$ cat src/rtl/instr_encoder.sv
// RV32I instruction encoder: decoded fields in, 32-bit words plus sequential imem word address out.
// Optional immediate range checking is enabled by defining IMM_RANGE_CHECK_EN.
//   state | meaning
//   IDLE  | no pending output
//   HOLD  | out_valid=1, word waiting for out_ready
//   FULL  | DEPTH words issued and drained; only clear restarts
module instr_encoder #(
  parameter int DEPTH = 64,
  parameter int AW    = 6
) (
  input  logic          clk,
  input  logic          reset_n,
  input  logic          clear,
  input  logic          in_valid,
  output logic          in_ready,
  input  logic [2:0]    kind,
  input  logic [2:0]    funct3,
  input  logic          funct7b5,
  input  logic [4:0]    rd,
  input  logic [4:0]    rs1,
  input  logic [4:0]    rs2,
  input  logic [20:0]   imm,
  output logic          out_valid,
  input  logic          out_ready,
  output logic [31:0]   out_instr,
  output logic [AW-1:0] out_addr,
  output logic          full,
  output logic          err
);

  localparam int CW = $clog2(DEPTH + 1);

  typedef enum logic [1:0] {IDLE, HOLD, FULL} state_t;

  state_t          state_q;
  logic [CW-1:0]   cnt_q, cnt_d;
  logic            out_valid_q, full_q, err_q;
  logic [31:0]     instr_q, enc_d;
  logic [AW-1:0]   addr_q;
  logic            legal_d, accept, handshake;

  always_comb begin
    enc_d   = 32'h0;
    legal_d = 1'b1;
    case (kind)
      3'd0: enc_d = {imm[11:0], rs1, 3'b010, rd, 7'b0000011};
      3'd1: enc_d = {imm[11:5], rs2, rs1, 3'b010, imm[4:0], 7'b0100011};
      3'd2: enc_d = {1'b0, funct7b5, 5'b00000, rs2, rs1, funct3, rd, 7'b0110011};
      3'd3: enc_d = {imm[12], imm[10:5], rs2, rs1, 3'b000, imm[4:1], imm[11], 7'b1100011};
      3'd4: enc_d = {imm[11:0], rs1, funct3, rd, 7'b0010011};
      3'd5: enc_d = {imm[20], imm[10:1], imm[11], imm[19:12], rd, 7'b1101111};
      default: legal_d = 1'b0;
    endcase
`ifdef IMM_RANGE_CHECK_EN
    // In range when the upper bits are a pure sign extension of the encodable field.
    case (kind)
      3'd0, 3'd1, 3'd4: if (imm[20:11] != {10{imm[11]}}) legal_d = 1'b0;
      3'd3: if ((imm[20:12] != {9{imm[12]}}) || imm[0]) legal_d = 1'b0;
      3'd5: if (imm[0]) legal_d = 1'b0;
      default: ;
    endcase
`endif
  end

  assign in_ready  = !clear && !full_q && (!out_valid_q || out_ready);
  assign accept    = in_valid && in_ready;
  assign handshake = out_valid_q && out_ready;
  assign cnt_d     = cnt_q + 1'b1;

  always_ff @(posedge clk or negedge reset_n) begin
    if (!reset_n) begin
      state_q     <= IDLE;
      cnt_q       <= '0;
      out_valid_q <= 1'b0;
      instr_q     <= 32'h0;
      addr_q      <= '0;
      full_q      <= 1'b0;
      err_q       <= 1'b0;
    end else if (clear) begin
      state_q     <= IDLE;
      cnt_q       <= '0;
      out_valid_q <= 1'b0;
      full_q      <= 1'b0;
      err_q       <= 1'b0;
    end else begin
      case (state_q)
        IDLE, HOLD: begin
          if (accept && legal_d) begin
            state_q     <= HOLD;
            out_valid_q <= 1'b1;
            instr_q     <= enc_d;
            addr_q      <= AW'(cnt_q);
            cnt_q       <= cnt_d;
            full_q      <= (cnt_d == CW'(DEPTH));
          end else begin
            if (accept) err_q <= 1'b1;
            if (handshake) begin
              out_valid_q <= 1'b0;
              state_q     <= full_q ? FULL : IDLE;
            end
          end
        end
        default: state_q <= FULL;
      endcase
    end
  end

  assign out_valid = out_valid_q;
  assign out_instr = instr_q;
  assign out_addr  = addr_q;
  assign full      = full_q;
  assign err       = err_q;

endmodule
$ cat config.mk
export PLATFORM = sky130hd
export DESIGN_NAME = instr_encoder
export DESIGN_NICKNAME = d
export VERILOG_FILES = /design/src/rtl/instr_encoder.sv
export SDC_FILE = /design/constraint.sdc
export NUM_CORES = 1
export LEC_CHECK = 0
export CELL_PAD_IN_SITES_DETAIL_PLACEMENT = 0
export CELL_PAD_IN_SITES_GLOBAL_PLACEMENT = 2
export CORE_MARGIN = 2
export CORE_UTILIZATION = 23
export DETAILED_ROUTE_END_ITERATION = 8
export GPL_TIMING_DRIVEN = 0
export PLACE_DENSITY = 0.88
export SETUP_SLACK_MARGIN = 0.1
export SKIP_CTS_REPAIR_TIMING = 1
export SYNTH_ARGS = -nofsm -noshare
export SYNTH_HDL_FRONTEND = slang
export SYNTH_SLANG_ARGS = --single-unit
$ cat constraint.sdc
create_clock -name clk -period 1.7 [get_ports clk]
set_input_delay 0.17 -clock clk [delete_from_list [all_inputs] [get_ports clk]]
set_output_delay 0.17 -clock clk [all_outputs]
set_load 0.01 [all_outputs]
# After elaboration in Yosys (flattened, before gate mapping)
# Cells that the tools add are included.
# classes
n_addsub	1
multipliers	0
div_mod_pow	0
magnitude_cmp	0
eq_ne	9
shifts	0
mux	21
bitwise_logic	1
reduce_logical	21
# op_table
cell	n
$pmux W32 S6	1
$mux W7	3
$mux W1	12
$mux W2	5
$add A7 B1 Y7 const B	1
$eq A7 B7 Y1 const B	1
$eq A3 B2 Y1 const B	2
$eq A3 B3 Y1 const B	2
$reduce_and A3 Y1	2
$reduce_bool A2 Y1	3
$reduce_or A6 Y1	1
$logic_and A1 B1 Y1	5
$ne A4 B4 Y1 const B	1
$reduce_and A2 Y1	2
$eq A3 B1 Y1 const B	1
$logic_not A1 Y1	3
$logic_not A3 Y1	1
$reduce_bool A3 Y1	1
$eq A2 B1 Y1 const B	1
$logic_not A2 Y1	1
$ne A2 B2 Y1 const B	1
$reduce_or A2 Y1	1
$logic_or A1 B1 Y1	1
$not A1 Y1	1
# totals
register_bits	50
latchBits	0
ram_bits	0
rom_bits	0
input_bits	48
n_memories	0

# Longest topological paths before layout
# logic_depth
word_depth	8
ltp_mapped	7
mapped_depth_nobuf	5

# Worst setup path before layout
# No wires, ideal clock.
# synth_path
path_type	register to register
start	reg full_q (netlist: full)
end	reg cnt_q[5]
setup_ns	0.078
arrival_time_ns	1.649
required_ns	1.622
setup_slack_ns	-0.026
path_stages_with_launch	5
synth_period_minus_slack_ns	1.726
path_cell_list	dfrtp_1 -> nor4b_4 -> nand3_2 -> or4_1 -> a21oi_1
# synth_via
elab_chain_cells	7
# synth_rtl
element	line_no	text
start: declaration	37	logic out_valid_q, full_q, err_q;
start signal: assignment	94	full_q <= (cnt_d == CW'(DEPTH));
$logic_not A1 Y1	65	assign in_ready = !clear && !full_q && (!out_valid_q || out_ready);
$logic_and A1 B1 Y1 (2 in series)	65	
$logic_and A1 B1 Y1	66	assign accept = in_valid && in_ready;
$logic_and A1 B1 Y1	88	if (accept && legal_d) begin
$reduce_bool A2 Y1 (no source line)	--	
$reduce_and A2 Y1 (no source line)	--	
end signal: assignment	93	cnt_q <= cnt_d;
end: declaration	36	logic [CW-1:0] cnt_q, cnt_d;
# Every way passes these cells.
# A chain may end at the register's enable or synchronous reset.

# Worst setup path in the final report
# layout_path
start	reg state_q[1]
end	reg cnt_q[5]
# layout_via
elab_chain_cells	4
elab_cells_between_ends	5
# layout_rtl
element	line_no	text
start: declaration	35	state_t state_q;
start signal: assignment	99	state_q <= full_q ? FULL : IDLE;
$eq A2 B1 Y1 / $logic_not A2 Y1 (equally long branches)	86	case (state_q)
$reduce_or A2 Y1 (*)	86	
$reduce_bool A2 Y1 (no source line) (*)	--	
$reduce_and A2 Y1 (no source line) (*)	--	
# Every way passes the cells marked *; elsewhere a longest branch is shown, timed or not.

==> flow_summary.toml <==
[sta]
finalSetupTns_ns = 0
slew_headroom_pct = 64.51
maxSlewViolCount = 0
timing.fmax_ghz = 0.5982
hold_viol = 0
whs_ns = 0.3013
skew_ns = 0.01098
rsz0062_at_grt = "true"
fin_crit_sh_pct = 98.33
min_period_ns = 1.672
finalSetupViolations = 0
tightest_slew_ns = 0.5324

[pwr]
leakagePower_nw = 1.557
vdd_drop_max_mv = 0.2836
power_density_mw_per_mm2 = 838.3

[synth]
yosys_warnings = 0
synth_top_family_by_area = "simple AND/OR/NAND/NOR gates"
syn_area_per_cell_sq_um = 9.739
synth_xor_area_share_pct = 1.557
synth-seq-cells = 47
synth_compound_area_share_pct = 16.46
synth_cell_types = 36
yosys.area_share.simple_pct = 17.96
synth_area_leaders = "dfrtp_1, nand2_1, o21ai_0"
synthArstFlopShare_pct = 100.0
synthAdderAreaFrac_pct = 1.112
syn_area_sq_mm = 0.002250
synth_top_area_cell = "dfrtp_1"
synth_nets = 281
syn-instance-count = 231
muxShareOfSynthArea_pct = 6.229
synth_top_flop_cell = "dfrtp_1"
synth_top_cell_area_share_pct = 52.28
synth_seq_area_share_pct = 52.28
synth_edf_count = 0

[critical_path]
crit_path_max_incr_delay_ns = 0.50
cp-end-kind = "flip-flop"
required_ns = 1.95
cp_cell_sequence = "nor4b_4 -> buf_6 -> nand3_4 -> or4_4 -> a21oi_2"
critPathSlowestCell = "or4_4"
cp-start-kind = "flip-flop"
cp.arrival_ns = 1.92
crit_path_max_fanout = 5
crit_type = "reg2reg"

[layout]
synthToLayoutAreaGrowth_pct = 60.46
final_cell_count_no_fill = 466
antenna_cells = 0
final_cell_area_sq_mm = 0.003610
fin_util_pct = 37.45
layout-drive-gt1-share_pct = 14.11
nNetsFinal = 382

[floorplan]
die_x_um = 102.9
dieArea_sq_mm = 0.01059
start_util_pct = 23.34
num_io_pins = 90
num_rows = 36
die_h_um = 102.9
core_area_sq_mm = 0.009639

[clock_network]
path_clk_slew_ns = 0.09
cts_htree_levels = 2
cts_buffers = 5
cts_tree = "done"
clock-sinks = 47
root_buffer = "clkbuf_8"
max-clock-path-buffers = 2
insertion_delay_ns = 0.31

[place]
place_area_sq_mm = 0.003303
placed_cells = 452
hpwl_mm = 4.856
gp_congestion = 0.7550
portBuffers = 87

[drt]
first_pass_iters = 4
vias_per_cell = 4.410
drtAntennaViolNets = 0
via_count = 2055
drcViolationCount = 0
avgRoutedWirePerCell_um = 14.54
routed_wl_mm = 6.776
first_iter_violations = 49

[status]
status = "finished clean"

[worst_hold_path]
hold_class = "in2reg"

[grt]
antenna_found_initial = 0
grt_max_degree = 33
grt_pass1_vias = 2043
grt_pass1_wl_mm = 10.37
grt-ovfl-total = 0
grt_usage_pct = 12.74

[job]
drv_cap = 0
routing by layer:
layer	wire length (um)	up-vias	global-route usage, %
met4	73	0	3.644
met3	288	7	2.373
met2	3119	56	21.28
li1	-	1010	-
met1	3294	982	16.88
met5	0	-	0
metrics by stage:
stage | power, W | worst slack [ns]
CTS | 0.003023 | -0.3703
global route | 0.003205 | -0.04776
detailed placement | 0.002145 | -0.6268
floorplan | 0.001641 | 0.03936
finish | 0.003026 | 0.02835
global placement | 0.002131 | -1.150
cells by family (layout without fill, tap and decap cells):
group / count (synthesis) / after routing
buffers and inverters: 24 / 125
adder cells (fa/ha/maj): 2 / 2
XOR/XNOR: 4 / 4
flip-flops: 47 / 47
multiplexers: 13 / 13
AND/OR/NAND/NOR: 80 / 81
AO/OA/AOI/OAI: 61 / 61
placed cells by master (no fill, tap or decap), types with 3 or more instances in the layout:
master           netlist  final
clkdlybuf4s50_1        0     84
dfrtp_1               47     46
nand2_1               38     38
o21ai_0               25     21
a21oi_1               12     11
nor2_1                10      9
inv_1                  8      8
mux2_2                 8      8
a22oi_1                8      8
nand2b_1               7      6
clkbuf_8               0      6
buf_4                  2      5
a31oi_1                5      5
mux2i_1                5      5
clkbuf_1              13      4
nand3b_1               4      4
o21ai_1                0      4
and3_1                 4      4
buf_6                  0      3
nor2b_1                3      3
buf_2                  1      3
a221oi_2               0      3
nand4_1                3      3
xor2_1                 3      3
synthesized netlist by cell type, types with 2 or more instances:
cell type and n:
a21oi_1 12, a221oi_1 4, a22oi_1 8, a31oi_1 5, and2_1 2, and3_1 4
buf_4 2, clkbuf_1 13, dfrtp_1 47, ha_1 2, inv_1 8, mux2_2 8
mux2i_1 5, nand2_1 38, nand2b_1 7, nand3_1 2, nand3b_1 4, nand4_1 3
nor2_1 10, nor2b_1 3, nor3_1 2, o21ai_0 25, o22a_1 2, xor2_1 3
sequential cells by signal, indices dropped and copies added, names as in the netlist:
name       count
out_addr       6
state_q        1
full           1
err            1
cnt_q          7
out_instr     30
out_valid      1
power by group:
part	internal (W)	switching, W
logic	0.000471	0.000346
clock network	0.000476	0.000392
registers	0.00126	0.0000833
total	0.00220	0.000822
worst max-delay path, delay by kind of cell, from the launching register on:
kind,cells,cell delay [ns]
flops,1,0.42
compound gates,1,0.12
simple gates,3,0.91
buf+inv,1,0.16
final cells by class:
class,count,area [sq um]
Sequential cell,47,1177
Buffer,16,122.6
Clock inverter,2,35.03
Fill cell,989,6030
Clock buffer,6,82.58
Timing Repair Buffer,93,952.2
Multi-Input combinational cell,161,1044
Tap cell,133,166.4
Inverter,8,30.03
path summary, 6_finish.rpt:
kind / start / end / slack (ns) / depth (start not counted)
worst min-delay path: clear / cnt_q[6] / 0.30 / 3
worst max register to register: state_q[1] / cnt_q[5] / 0.03 / 5
max in group asynchronous: reset_n / full / 0.87 / 3
worst min register to register: out_instr[31] / out_instr[31] / 0.48 / 2
worst max-delay path: state_q[1] / cnt_q[5] / 0.03 / 5
min in group asynchronous: reset_n / out_instr[26] / 0.32 / 2
No activity file was read; power rests on OpenSTA's default activity.
